$ cat config.mk
export PLATFORM = sky130hd
export DESIGN_NAME = divn_ctrl_flat
export DESIGN_NICKNAME = d
export VERILOG_FILES = /design/src/rtl/divn_ctrl_if.sv /design/src/rtl/divn_ctrl.sv /design/src/flat_wrapper.sv
export SDC_FILE = /design/constraint.sdc
export NUM_CORES = 1
export LEC_CHECK = 0
export CAP_MARGIN = 20
export CORE_MARGIN = 3
export CORE_UTILIZATION = 60
export DETAILED_ROUTE_END_ITERATION = 7
export PLACE_DENSITY_LB_ADDON = 0.25
export SLEW_MARGIN = 10
export SYNTH_ARGS = -nofsm -noshare
export SYNTH_HDL_FRONTEND = slang
export SYNTH_SLANG_ARGS = --single-unit
$ cat constraint.sdc
create_clock -name sclk -period 9.55 [get_ports sclk]
set_input_delay 2.865 -clock sclk [delete_from_list [all_inputs] [get_ports sclk]]
set_output_delay 2.865 -clock sclk [all_outputs]
set_load 0.02 [all_outputs]
$ cat src/rtl/divn_ctrl_if.sv
// Divisor-request channel for divn_ctrl: requester drives cfg_valid/cfg_n,
// controller answers with cfg_ready and a one-cycle cfg_err pulse.
interface divn_ctrl_if #(
  parameter int unsigned WIDTH = 8
);
  logic             cfg_valid;
  logic [WIDTH-1:0] cfg_n;
  logic             cfg_ready;
  logic             cfg_err;

  modport master (
    output cfg_valid,
    output cfg_n,
    input  cfg_ready,
    input  cfg_err
  );

  modport slave (
    input  cfg_valid,
    input  cfg_n,
    output cfg_ready,
    output cfg_err
  );
endinterface

$ cat src/rtl/divn_ctrl.sv
// divn_ctrl: programmable clock-enable divider. Emits div_en once per period
// of cur_n sclk cycles plus a ~50% div_phase. Divisor changes requested while
// running are held pending and applied only on a period boundary.
// Optional macro DIVN_CTRL_STAT_EN adds a 16-bit period_cnt of div_en pulses.
module divn_ctrl #(
  parameter int unsigned WIDTH = 8,
  parameter int unsigned N_RST = 5
) (
  input  logic             sclk,
  input  logic             rst_n,
  input  logic             run,
  divn_ctrl_if.slave       cfg,
  output logic [WIDTH-1:0] cur_n,
  output logic             div_en,
  output logic             div_phase,
  output logic             busy
`ifdef DIVN_CTRL_STAT_EN
  ,
  output logic [15:0]      period_cnt
`endif
);

  localparam int unsigned STATE_W = 2;

  typedef enum logic [STATE_W-1:0] {
    IDLE = 2'd0,
    RUN  = 2'd1,
    PEND = 2'd2
  } state_t;

  state_t           state_q, state_d;
  logic [WIDTH-1:0] cnt_q, cnt_d;
  logic [WIDTH-1:0] cur_n_d;
  logic [WIDTH-1:0] pend_n_q, pend_n_d;

  logic             accept;
  logic             legal;
  logic             boundary;

  logic             busy_d;
  logic             ready_d;
  logic             err_d;
  logic             div_en_d;
  logic             phase_d;

  assign accept   = cfg.cfg_valid && cfg.cfg_ready;
  assign legal    = cfg.cfg_n >= WIDTH'(2);
  assign boundary = cnt_q == (cur_n - WIDTH'(1));

  // State, counter, divisor and registered outputs
  always_ff @(posedge sclk or negedge rst_n) begin
    if (!rst_n) begin
      state_q       <= IDLE;
      cnt_q         <= '0;
      cur_n         <= WIDTH'(N_RST);
      pend_n_q      <= WIDTH'(N_RST);
      cfg.cfg_ready <= 1'b1;
      cfg.cfg_err   <= 1'b0;
      div_en        <= 1'b0;
      div_phase     <= 1'b0;
      busy          <= 1'b0;
    end else begin
      state_q       <= state_d;
      cnt_q         <= cnt_d;
      cur_n         <= cur_n_d;
      pend_n_q      <= pend_n_d;
      cfg.cfg_ready <= ready_d;
      cfg.cfg_err   <= err_d;
      div_en        <= div_en_d;
      div_phase     <= phase_d;
      busy          <= busy_d;
    end
  end

  // Next state: period counting, request capture and boundary hand-over
  always_comb begin
    state_d  = state_q;
    cnt_d    = cnt_q;
    cur_n_d  = cur_n;
    pend_n_d = pend_n_q;
    unique case (state_q)
      IDLE: begin
        cnt_d = '0;
        if (accept && legal) cur_n_d = cfg.cfg_n;
        if (run) state_d = RUN;
      end
      RUN: begin
        cnt_d = cnt_q + WIDTH'(1);
        if (accept && legal) begin
          pend_n_d = cfg.cfg_n;
          state_d  = PEND;
        end
        if (boundary) begin
          cnt_d = '0;
          // Stopping on this boundary: a request taken now is applied directly
          if (!run) begin
            state_d = IDLE;
            if (accept && legal) cur_n_d = cfg.cfg_n;
          end
        end
      end
      PEND: begin
        cnt_d = cnt_q + WIDTH'(1);
        if (boundary) begin
          cnt_d   = '0;
          cur_n_d = pend_n_q;
          state_d = run ? RUN : IDLE;
        end
      end
      default: begin
        state_d = IDLE;
        cnt_d   = '0;
      end
    endcase
  end

  // Output next-values derived from the next state so outputs track state exactly
  always_comb begin
    busy_d   = 1'b0;
    ready_d  = 1'b1;
    err_d    = 1'b0;
    div_en_d = 1'b0;
    phase_d  = 1'b0;
    busy_d   = state_d != IDLE;
    ready_d  = state_d != PEND;
    err_d    = accept && !legal;
    div_en_d = busy_d && (cnt_d == '0);
    phase_d  = busy_d && (cnt_d < (cur_n_d >> 1));
  end

`ifdef DIVN_CTRL_STAT_EN
  // Count emitted period pulses, free-running wrap at 16 bits
  always_ff @(posedge sclk or negedge rst_n) begin
    if (!rst_n) begin
      period_cnt <= '0;
    end else if (div_en) begin
      period_cnt <= period_cnt + 16'd1;
    end
  end
`endif

endmodule
$ cat src/flat_wrapper.sv
// flat-port wrapper written by rule: the top's interface ports become plain ports
module divn_ctrl_flat 
#(
  parameter int unsigned WIDTH = 8,
  parameter int unsigned N_RST = 5
)
  (sclk, rst_n, run, cur_n, div_en, div_phase, busy, cfg_cfg_valid, cfg_cfg_n, cfg_cfg_ready, cfg_cfg_err);
  divn_ctrl_if #(.WIDTH(WIDTH)) cfg_i ();
  input  logic sclk;
  input  logic rst_n;
  input  logic run;
  output logic [WIDTH-1:0] cur_n;
  output logic div_en;
  output logic div_phase;
  output logic busy;
  input wire logic [$bits(cfg_i.cfg_valid)-1:0] cfg_cfg_valid;
  input wire logic [$bits(cfg_i.cfg_n)-1:0] cfg_cfg_n;
  output wire logic [$bits(cfg_i.cfg_ready)-1:0] cfg_cfg_ready;
  output wire logic [$bits(cfg_i.cfg_err)-1:0] cfg_cfg_err;
  assign cfg_i.cfg_valid = cfg_cfg_valid;
  assign cfg_i.cfg_n = cfg_cfg_n;
  assign cfg_cfg_ready = cfg_i.cfg_ready;
  assign cfg_cfg_err = cfg_i.cfg_err;
  divn_ctrl #(.WIDTH(WIDTH), .N_RST(N_RST)) u_core (.sclk(sclk), .rst_n(rst_n), .run(run), .cfg(cfg_i), .cur_n(cur_n), .div_en(div_en), .div_phase(div_phase), .busy(busy));
endmodule
==> results of run 1 <==
[layout by cell type, fill, tap and decap left out, drive strengths merged, types with 5 or more instances in the layout]
master | synthesis | routed
inv | 9 | 9
clkdlybuf4s50 | 0 | 24
a21o | 6 | 6
xnor2 | 9 | 9
xor2 | 6 | 6
dfrtp | 26 | 26
mux2 | 8 | 8
o21ai | 7 | 7
clkbuf | 7 | 7
nor3 | 8 | 8
dfstp | 5 | 5
nand2 | 16 | 16
ha | 12 | 12
nor2 | 15 | 15
nand3 | 6 | 6
[final cells by class]
type	count	area, µm²	share of cell area
Multi-Input combinational cell	161	1240	0.514
Sequential cell	31	782	0.324
Timing Repair Buffer	25	248	0.103
Tap cell	44	55.1	0.0228
Clock buffer	7	45.0	0.0187
Inverter	10	37.5	0.0156
Clock inverter	1	5.00	0.00207
[sequential cells by signal (all words and copies together) (netlist names)]
register,count
u_core.busy,1
u_core.cfg.cfg_err,1
u_core.cfg.cfg_ready,1
u_core.cnt_q,8
u_core.cur_n,8
u_core.div_en,1
u_core.div_phase,1
u_core.pend_n_q,8
u_core.state_q,2
[power groups by stage]
| stage | registers [mW] | logic, mW | clock network (mW) |
|---|---|---|---|
| 2_1_floorplan | 0.134 | 0.000393 | 0 |
| 3_3_place_gp | 0.134 | 0.00881 | 0 |
| 3_5_place_dp | 0.134 | 0.00926 | 0 |
| 4_1_cts | 0.131 | 0.00928 | 0.0758 |
| 5_1_grt | 0.131 | 0.00990 | 0.0813 |
| 6_report | 0.131 | 0.00925 | 0.0736 |
[layer usage]
metal | global-route usage | up-vias
met1 | 0.335 | 897
met2 | 0.481 | 74
met4 | 0.127 | 0
li1 | - | 834
met3 | 0.0676 | 17
met5 | 0 | -
[per-stage QoR]
| stage | util | cells | setup WS (ns) |
|---|---|---|---|
| floorplan | - | 209 | 3.88 |
| CTS | 0.759 | 279 | 3.41 |
| detailed placement | 0.744 | 271 | 3.05 |
| global placement | 0.744 | 271 | 3.28 |
| global route | 0.759 | 279 | 3.22 |
| finish | 0.759 | 279 | 3.35 |
[cell families after synthesis]
group,after synthesis,share of synthesized area
buffers and inverters,17,0.0306
xor gates and xnor gates,15,0.0630
adders and majority gates,12,0.0719
muxes,11,0.0576
AOI/OAI and AO/OA,54,0.224
and+or+nand+nor,69,0.178
DFF,31,0.375
[final timing paths]
check / from / to / slack (ns) / cells after the start
max: run / u_core.div_phase / 3.35 / 14
min: u_core.pend_n_q[4] / u_core.pend_n_q[4] / 0.53 / 1
max reg2reg: u_core.cur_n[1] / u_core.div_phase / 4.59 / 17
min reg2reg: u_core.pend_n_q[4] / u_core.pend_n_q[4] / 0.53 / 1
max in group asynchronous: rst_n / u_core.cfg.cfg_ready / 6.30 / 2
min in group asynchronous: rst_n / u_core.div_en / 2.91 / 2
[critical path, stage by stage]
cell and delay [ns]:
clkdlybuf4s50_1 0.50, a2111o_1 0.39, o41a_1 0.49, a2bb2oi_1 0.20, nor2_1 0.17, a21oi_1 0.07
ha_1 0.33, a21o_1 0.19, a21o_1 0.17, a21o_1 0.17, a21o_1 0.17, a211o_1 0.30
a311oi_1 0.28, o31a_1 0.19
==> impl_metrics.csv, run 1 <==
group,metric,value,unit
timing,relSlewSlack,0.404,
power_and_ir_drop,ir_drop,89.4,µV
power_and_ir_drop,p_per_area,88.7,mW/mm²
cts,cts_made_buffers,5,
yosys,yosys-top-cells-count,"26 x dfrtp_1, 16 x nand2_1, 14 x nor2_1",
yosys,synth_edf_count,0,
global_route,gr-total-overflow,0,
die,start_util,0.657,
die,core,0.00318,mm²
cts,cts_hold_buf,0,
finish,drive_gt1_frac,0.132,
yosys,yosys_warnings,0,
yosys,synthesis.area,0.00209,mm²
yosys,synthesis.nets,233,
timing,rsz0062_at_grt,"no",
die,ios,25,
power_and_ir_drop,p_seq_frac,0.613,
yosys,synth_area_leader_cell,"dfrtp_1",
worst_setup_path,worstPathArrival,6.48,ns
routing,via_count,1822,
power_and_ir_drop,power,0.214,mW
finish,syn_to_final_growth,15.6,%
cts,cts_buffer_depth,2,
status,status,"completed",
timing,drv_slew,0,
routing,remaining_drc_errors,0,
global_route,grt_pass1_vias,1938,
flow_run,maxCapViolCount,0,
power_and_ir_drop,combinationalPowerShare,0.043,
worst_setup_path,path_max_fanout,8,
power_and_ir_drop,p_int,0.164,mW
finish,fill_cells,235,
global_route,grt_first_pass_wirelength,9110,µm
worst_setup_path,required,9.83,ns
routing,viasPerCell,6.53,
cts,post_cts_resized,0,
finish,stdcell_area,0.00241,mm²
routing,dr_wl_met2,2720,µm
yosys,yosys.area.top_type_share,0.312,
routing,highest_layer,"met4",
yosys,syn_inst,209,
finish,nets,258,
timing,hold_slack,0.533,ns
routing,drt_first_pass_iters,4,
yosys,netlist_top_cells_area,"dfrtp_1 31%, ha_1 7.2%, dfstp_2 6.3%, mux2_2 4.3%, xnor2_1 3.8%",
routing,wl,5390,µm
timing,setup_viol,0,
timing,period_share,0.649,
die,dieArea,0.00422,mm²
timing,skew,0.00909,ns
power_and_ir_drop,power_switching,0.0497,mW
global_route,grt_max_degree,32,
yosys,synth.distinct_cells,60,
cts,postCtsSetupBuffers,0,
global_route,track_usage,0.282,
worst_setup_path,worstSetupPathType,"input port to flip-flop",
hold_path,hold_class,"flip-flop to flip-flop",
routing,dr_wl_met3,334,µm
die,die_y,65.0,µm
cts,path_clk_slew,0.10,ns
cts,tritoncts,"done",
yosys,synth.avg_cell_area,9.99,µm²
die,row_count,20,
timing,finalHoldViolCount,0,
cts,root_buffer,"clkbuf_4",
cts,cts.sinks,31,
timing,tightestPinTransition,0.894,ns
power_and_ir_drop,clkPwrFrac,0.344,
timing,fin_tns_setup,0,ns
routing,wl_met1,2170,µm
worst_setup_path,critical_path.startpoint_type,"input port",
power_and_ir_drop,p_leak,0.965,nW
yosys,ys_ff_latch,31,
yosys,synthFlopType,"dfrtp_1",
timing,fmax,0.161,GHz
placed_design,portBuffers,24,
finish,antennaDiodeCount,0,
cts,clkLatencyLatePin,0.34,ns
placed_design,gp_congestion,0.881,
die,fp.dieW,65.0,µm
routing,dr.first_iter.drc_count,115,
global_route,antenna_found_initial,0,
yosys,ys_async_sr_fraction,1.00,
placed_design,dpl.hpwl,4120,µm
yosys,yosysMostFrequentCell,"dfrtp_1",
power_and_ir_drop,swShare,0.232,
cts,cts-htree-levels,2,
routing,wire_per_inst,19.3,µm
placed_design,place_area,0.00236,mm²
timing,fin_crit,6.20,ns
worst_setup_path,endpoint_kind,"flip-flop",
routing,antenna_left,0,
yosys,ys_seq_area_frac,0.375,
(Power assumes the default switching activity.)
==> run 2, diff against run 1 <==
--- a/config.mk
+++ b/config.mk
@@ -7,7 +7,7 @@
 export LEC_CHECK = 0
 export CAP_MARGIN = 20
 export CORE_MARGIN = 3
-export CORE_UTILIZATION = 60
+export CORE_UTILIZATION = 50
 export DETAILED_ROUTE_END_ITERATION = 7
 export PLACE_DENSITY_LB_ADDON = 0.25
 export SLEW_MARGIN = 10
==> constraint.sdc (replaced) <==
create_clock -name sclk -period 5.63 [get_ports sclk]
set_input_delay 1.689 -clock sclk [delete_from_list [all_inputs] [get_ports sclk]]
set_output_delay 1.689 -clock sclk [all_outputs]
set_load 0.02 [all_outputs]
==> run 2 against run 1 <==
- sequential power increased by 70%
- count of clock-buffer cells in the layout unchanged
- worst hold slack got worse by 0.025 ns
- global-route usage decreased by 7.7 points
- die area increased by 18%
- wire length decreased by 10%
- highest routed layer unchanged
==> impl_metrics.csv, run 2 (synthesized netlist as in run 1, its figures left out) <==
group,metric,value,unit
timing,period_share,0.868,
cts,cts-htree-levels,2,
cts,cts_made_buffers,5,
worst_setup_path,path_max_fanout,8,
power_and_ir_drop,p_int,0.329,mW
routing,drt_first_pass_iters,4,
die,row_count,22,
timing,fin_tns_setup,0,ns
die,ios,25,
placed_design,gp_congestion,0.922,
worst_setup_path,worstSetupPathType,"input port to flip-flop",
worst_setup_path,crit_chain,"clkdlybuf4s50_1, a2111o_1, o41a_1, a2bb2oi_1, nor2_1, a21oi_1, ha_1, a21o_1, a21o_1, a21o_1, a21o_1, a211o_1, a311oi_1, o31a_1",
cts,cts.sinks,31,
worst_setup_path,critical_path.startpoint_type,"input port",
routing,dr.first_iter.drc_count,93,
placed_design,dpl.hpwl,3600,µm
status,status,"completed",
die,fp.dieW,70.6,µm
worst_setup_path,cpPeakStageDelay,0.49,ns
timing,skew,0.00538,ns
cts,path_clk_slew,0.07,ns
hold_path,hold_class,"flip-flop to flip-flop",
worst_setup_path,crit_slowest_cell,"clkdlybuf4s50_1",
global_route,gr-total-overflow,0,
finish,nets,261,
power_and_ir_drop,ir_drop,122,µV
finish,largestRegisters,"u_core.cnt_q (8), u_core.cur_n (8), u_core.pend_n_q (8)",
timing,setup_viol,0,
timing,drv_slew,0,
routing,wire_per_inst,16.9,µm
routing,wl,4830,µm
timing,setup_slack,0.746,ns
timing,fin_crit,4.88,ns
cts,root_buffer,"clkbuf_8",
power_and_ir_drop,p_per_area,167,mW/mm²
finish,drive_gt1_frac,0.147,
cts,post_cts_resized,0,
timing,finalHoldViolCount,0,
placed_design,pre_cts_ws,0.466,ns
global_route,antenna_found_initial,0,
timing,fmax,0.205,GHz
routing,remaining_drc_errors,0,
die,dieArea,0.00499,mm²
global_route,grt_pass1_vias,1684,
power_and_ir_drop,combinationalPowerShare,0.037,
finish,antennaDiodeCount,0,
worst_setup_path,endpoint_kind,"flip-flop",
cts,clkLatencyLatePin,0.28,ns
power_and_ir_drop,power_switching,0.0862,mW
routing,viasPerCell,6.18,
die,core,0.00383,mm²
cts,cts_buffer_depth,2,
flow_run,maxCapViolCount,0,
finish,layout_commonest_cell,"dfrtp_1",
routing,via_count,1767,
finish,fill_cells,314,
worst_setup_path,cpMostUsedCell,"a21o_1",
power_and_ir_drop,p_seq_frac,0.537,
global_route,track_usage,0.205,
timing,rsz0062_at_grt,"no",
global_route,grt_max_degree,32,
worst_setup_path,worstPathArrival,5.11,ns
cts,cts_hold_buf,0,
timing,relSlewSlack,0.564,
global_route,grt_first_pass_wirelength,8210,µm
routing,antenna_left,0,
worst_setup_path,required,5.85,ns
power_and_ir_drop,swShare,0.208,
finish,layout_common_cells,"26 x dfrtp_1, 24 x clkdlybuf4s50_1, 16 x nand2_1, 14 x nor2_1, 12 x ha_1",
die,start_util,0.545,
power_and_ir_drop,clkPwrFrac,0.426,
finish,syn_to_final_growth,18.9,%
die,die_y,70.6,µm
placed_design,portBuffers,24,
timing,tightestPinTransition,0.648,ns
power_and_ir_drop,p_leak,0.998,nW
cts,tritoncts,"done",
cts,postCtsSetupBuffers,0,
[run 2: changes by cell type in the layout (fill, tap and decap cells not counted)]
cell,delta
clkbuf_4,-5
clkbuf_8,+6
buf_4,+3
clkbuf_1,-1
[run 2: path summary, 6_finish.rpt]
path,startpoint,to,slack (ns),depth (start not counted)
min in group asynchronous,rst_n,u_core.div_phase,1.81,2
setup reg to reg,u_core.cur_n[1],u_core.div_phase,0.83,17
setup / recovery,run,u_core.div_phase,0.75,14
max in group asynchronous,rst_n,u_core.pend_n_q[0],3.49,2
hold reg to reg,u_core.pend_n_q[6],u_core.pend_n_q[6],0.51,1
hold / removal,u_core.pend_n_q[6],u_core.pend_n_q[6],0.51,1
[run 2: worst max-delay path: cells and delay by family]
kind / cells / cell delay (ns)
AOI/OAI and AO/OA: 11 / 2.46
adders and majority gates: 1 / 0.32
buffers and inverters: 1 / 0.49
and+or+nand+nor: 1 / 0.14
[run 2: power groups by stage]
stage / clock [mW] / combinational, mW / sequential (mW)
2_1_floorplan: 0 / 0.000667 / 0.227
3_3_place_gp: 0 / 0.0155 / 0.227
3_5_place_dp: 0 / 0.0156 / 0.227
4_1_cts: 0.181 / 0.0156 / 0.223
5_1_grt: 0.190 / 0.0168 / 0.223
6_report: 0.177 / 0.0152 / 0.223
[run 2: stage by stage]
step / util / hold slack, ns / instance area [µm²] / std cells / power [mW]
finish: 0.649 / 0.508 / 2480 / 286 / 0.415
global route: 0.649 / 0.525 / 2480 / 286 / 0.430
CTS: 0.649 / 0.509 / 2480 / 286 / 0.420
detailed placement: 0.625 / 0.494 / 2390 / 278 / 0.243
global placement: 0.625 / 0.489 / 2390 / 278 / 0.242
floorplan: - / 0.479 / 2090 / 209 / 0.228
[run 2: final cells by class]
class | instances | area, µm² | area share
Timing Repair Buffer | 28 | 270 | 0.109
Tap cell | 48 | 60.1 | 0.0242
Inverter | 10 | 37.5 | 0.0151
Multi-Input combinational cell | 161 | 1240 | 0.500
Clock buffer | 7 | 86.3 | 0.0348
Sequential cell | 31 | 782 | 0.315
Clock inverter | 1 | 5.00 | 0.00202
[run 2: layer usage]
layer  GRT usage  wire length [µm]  vias to the layer above  share of wire
met1       0.289              2240                      855           0.46
met2       0.318              2260                       63           0.47
met3      0.0355               248                        8          0.051
li1            -                 -                      841              -
met5           0                 0                        -              0
met4      0.0752                82                        0          0.017
==> run 3, diff against run 2 <==
--- a/config.mk
+++ b/config.mk
@@ -5,9 +5,10 @@
 export SDC_FILE = /design/constraint.sdc
 export NUM_CORES = 1
 export LEC_CHECK = 0
+export ABC_AREA = 1
 export CAP_MARGIN = 20
 export CORE_MARGIN = 3
-export CORE_UTILIZATION = 50
+export CORE_UTILIZATION = 51
 export DETAILED_ROUTE_END_ITERATION = 7
 export PLACE_DENSITY_LB_ADDON = 0.25
 export SLEW_MARGIN = 10
==> run 3 against run 2 <==
- combinational power increased to 53 times the previous value
- sequential share of layout area is 0.74 points lower
- power rose to 3.4 times the previous value
- setup slack better by 0.89 ns
- highest routed layer unchanged
- count of clock-buffer cells in the layout grew 1
- non-clock buffer count down 3
- first-iteration DRC count rose by 49%
- sequential cell count unchanged
==> impl_metrics.csv, run 3 <==
group,metric,value,unit
timing,fmax,0.250,GHz
routing,drt_first_pass_iters,4,
cts,postCtsSetupBuffers,0,
cts,cts_buffer_depth,2,
routing,wire_per_inst,13.3,µm
global_route,track_usage,0.223,
timing,fin_crit,4.00,ns
routing,via_count,1962,
power_and_ir_drop,swShare,0.482,
timing,drv_slew,0,
finish,layout_commonest_cell,"nand2_1",
routing,highest_layer,"met4",
die,core,0.00385,mm²
worst_setup_path,required,5.83,ns
die,start_util,0.556,
finish,layout_common_cells,"98 x nand2_1, 50 x inv_1, 26 x nor2_1, 26 x dfrtp_1, 24 x clkdlybuf4s50_1",
routing,antenna_left,0,
power_and_ir_drop,p_int,0.725,mW
power_and_ir_drop,power_switching,0.676,mW
timing,period_share,0.710,
die,row_count,22,
global_route,gr-total-overflow,0,
global_route,grt_pass1_vias,1929,
power_and_ir_drop,p_per_area,551,mW/mm²
yosys,netlist_top_cells_area,"dfrtp_1 30%, nand2_1 17%, inv_1 8.8%, ha_1 7.0%, dfstp_2 6.1%",
worst_setup_path,worstSetupPathType,"input port to flip-flop",
timing,setup_slack,1.63,ns
yosys,synth_area_leader_cell,"dfrtp_1",
finish,fill_cells,364,
die,die_y,70.8,µm
yosys,synthAdderAreaFrac,0.0701,
power_and_ir_drop,combinationalPowerShare,0.574,
worst_setup_path,endpoint_kind,"flip-flop",
timing,finalHoldViolCount,0,
global_route,grt_first_pass_wirelength,8910,µm
yosys,synth.distinct_cells,33,
cts,cts.sinks,31,
yosys,synthesis.nets,331,
timing,skew,0.00895,ns
timing,rsz0062_at_grt,"no",
yosys,synth-xor-area-share,0.0204,
power_and_ir_drop,p_seq_frac,0.286,
yosys,synthesis.area,0.00214,mm²
finish,antennaDiodeCount,0,
worst_setup_path,path_max_fanout,10,
worst_setup_path,reg2reg_depth,24,
placed_design,dpl.hpwl,3960,µm
timing,setup_viol,0,
cts,path_clk_slew,0.07,ns
placed_design,pre_cts_ws,1.40,ns
yosys,yosys.area.top_type_share,0.304,
yosys,ys_seq_area_frac,0.365,
status,status,"completed",
yosys,yosysMostFrequentCell,"nand2_1",
flow_run,maxCapViolCount,0,
placed_design,gp_congestion,0.864,
yosys,yosys_warnings,0,
placed_design,portBuffers,24,
cts,post_cts_resized,0,
yosys,synth.avg_cell_area,6.98,µm²
power_and_ir_drop,p_leak,1.33,nW
worst_setup_path,worstPathArrival,4.20,ns
routing,dr_wl_met3,193,µm
yosys,synth_edf_count,0,
yosys,ys_async_sr_fraction,1.00,
finish,drive_gt1_frac,0.109,
routing,wl_met1,2450,µm
yosys,synthFlopType,"dfrtp_1",
routing,dr.first_iter.drc_count,139,
routing,dr_wl_met2,2430,µm
die,dieArea,0.00502,mm²
hold_path,hold_class,"flip-flop to flip-flop",
cts,cts-htree-levels,2,
cts,tritoncts,"done",
finish,largestRegisters,"u_core.cnt_q (8), u_core.cur_n (8), u_core.pend_n_q (8)",
die,ios,25,
finish,nets,361,
timing,tightestPinTransition,0.470,ns
hold_path,whs_path_depth,2,
global_route,grt_max_degree,32,
finish,syn_to_final_growth,18.6,%
worst_setup_path,critical_path.startpoint_type,"input port",
yosys,ys_ff_latch,31,
routing,wl,5150,µm
timing,fin_tns_setup,0,ns
global_route,antenna_found_initial,0,
yosys,synth-compound-area-share,0.124,
power_and_ir_drop,power,1.40,mW
die,fp.dieW,70.8,µm
timing,relSlewSlack,0.686,
cts,clkLatencyLatePin,0.28,ns
routing,remaining_drc_errors,0,
yosys,yosys-top-cells-count,"98 x nand2_1, 50 x inv_1, 26 x dfrtp_1, 26 x nor2_1, 19 x nand3_1",
yosys,synth_top_family_by_area,"simple AND/OR/NAND/NOR gates",
power_and_ir_drop,clkPwrFrac,0.140,
cts,cts_hold_buf,0,
cts,cts_made_buffers,5,
yosys,synthMuxAreaShare,0,
yosys,syn_inst,307,
cts,root_buffer,"clkbuf_8",
routing,viasPerCell,5.08,
power_and_ir_drop,ir_drop,333,µV
yosys,synthSimpleGateAreaFrac,0.315,
[run 3: logic make-up after synthesis]
logic type,Yosys count
buf+inv,60
xor+xnor,5
flops,31
compound gates,40
fa+ha+maj,12
simple gates,159
[run 3: worst paths after layout]
kind	slack, ns	to	from
worst max-delay path	1.63	u_core.div_phase	cfg_cfg_n[6]
worst min-delay path	0.47	u_core.pend_n_q[0]	u_core.pend_n_q[0]
worst max register to register	2.37	u_core.div_phase	u_core.cur_n[0]
worst min register to register	0.47	u_core.pend_n_q[0]	u_core.pend_n_q[0]
max in group asynchronous	3.50	u_core.pend_n_q[2]	rst_n
min in group asynchronous	1.80	u_core.pend_n_q[6]	rst_n
[run 3: power groups by stage]
| stage | Clock (mW) | Sequential (mW) | Combinational (mW) |
|---|---|---|---|
| floorplan | 0 | 0.431 | 0.520 |
| global placement | 0 | 0.403 | 0.775 |
| detailed placement | 0 | 0.402 | 0.794 |
| CTS | 0.199 | 0.400 | 0.802 |
| global route | 0.209 | 0.414 | 0.925 |
| finish | 0.196 | 0.401 | 0.804 |
[run 3: stage by stage]
stage	util	instances	hold slack [ns]	area, µm²
2_1_floorplan	-	307	0.444	2140
3_3_place_gp	0.634	378	0.456	2440
3_5_place_dp	0.634	378	0.465	2440
4_1_cts	0.660	386	0.474	2540
5_1_grt	0.660	386	0.511	2540
6_report	0.660	386	0.471	2540
[run 3: critical path, cell delays in order]
cell	delay, ns
clkdlybuf4s50_1	0.40
inv_1	0.08
nand2_1	0.06
nor2_1	0.13
nand2_1	0.10
nand2_1	0.27
inv_1	0.16
nand2_1	0.09
o21ai_0	0.08
o21ai_0	0.24
a21boi_2	0.09
ha_1	0.31
a21oi_1	0.16
o211ai_1	0.11
inv_1	0.06
nand2_1	0.04
a21oi_1	0.11
[run 3: final cells by class]
type                            count  area, µm²  area share
Clock buffer                        8        100      0.0394
Inverter                           58        218      0.0856
Multi-Input combinational cell    216       1130       0.446
Sequential cell                    31        782       0.308
Tap cell                           48       60.1      0.0236
Timing Repair Buffer               25        248      0.0974
[run 3: routing by layer]
metal	track usage	up-vias
li1	-	1020
met3	0.0369	11
met4	0.0668	0
met2	0.358	47
met5	0	-
met1	0.308	884
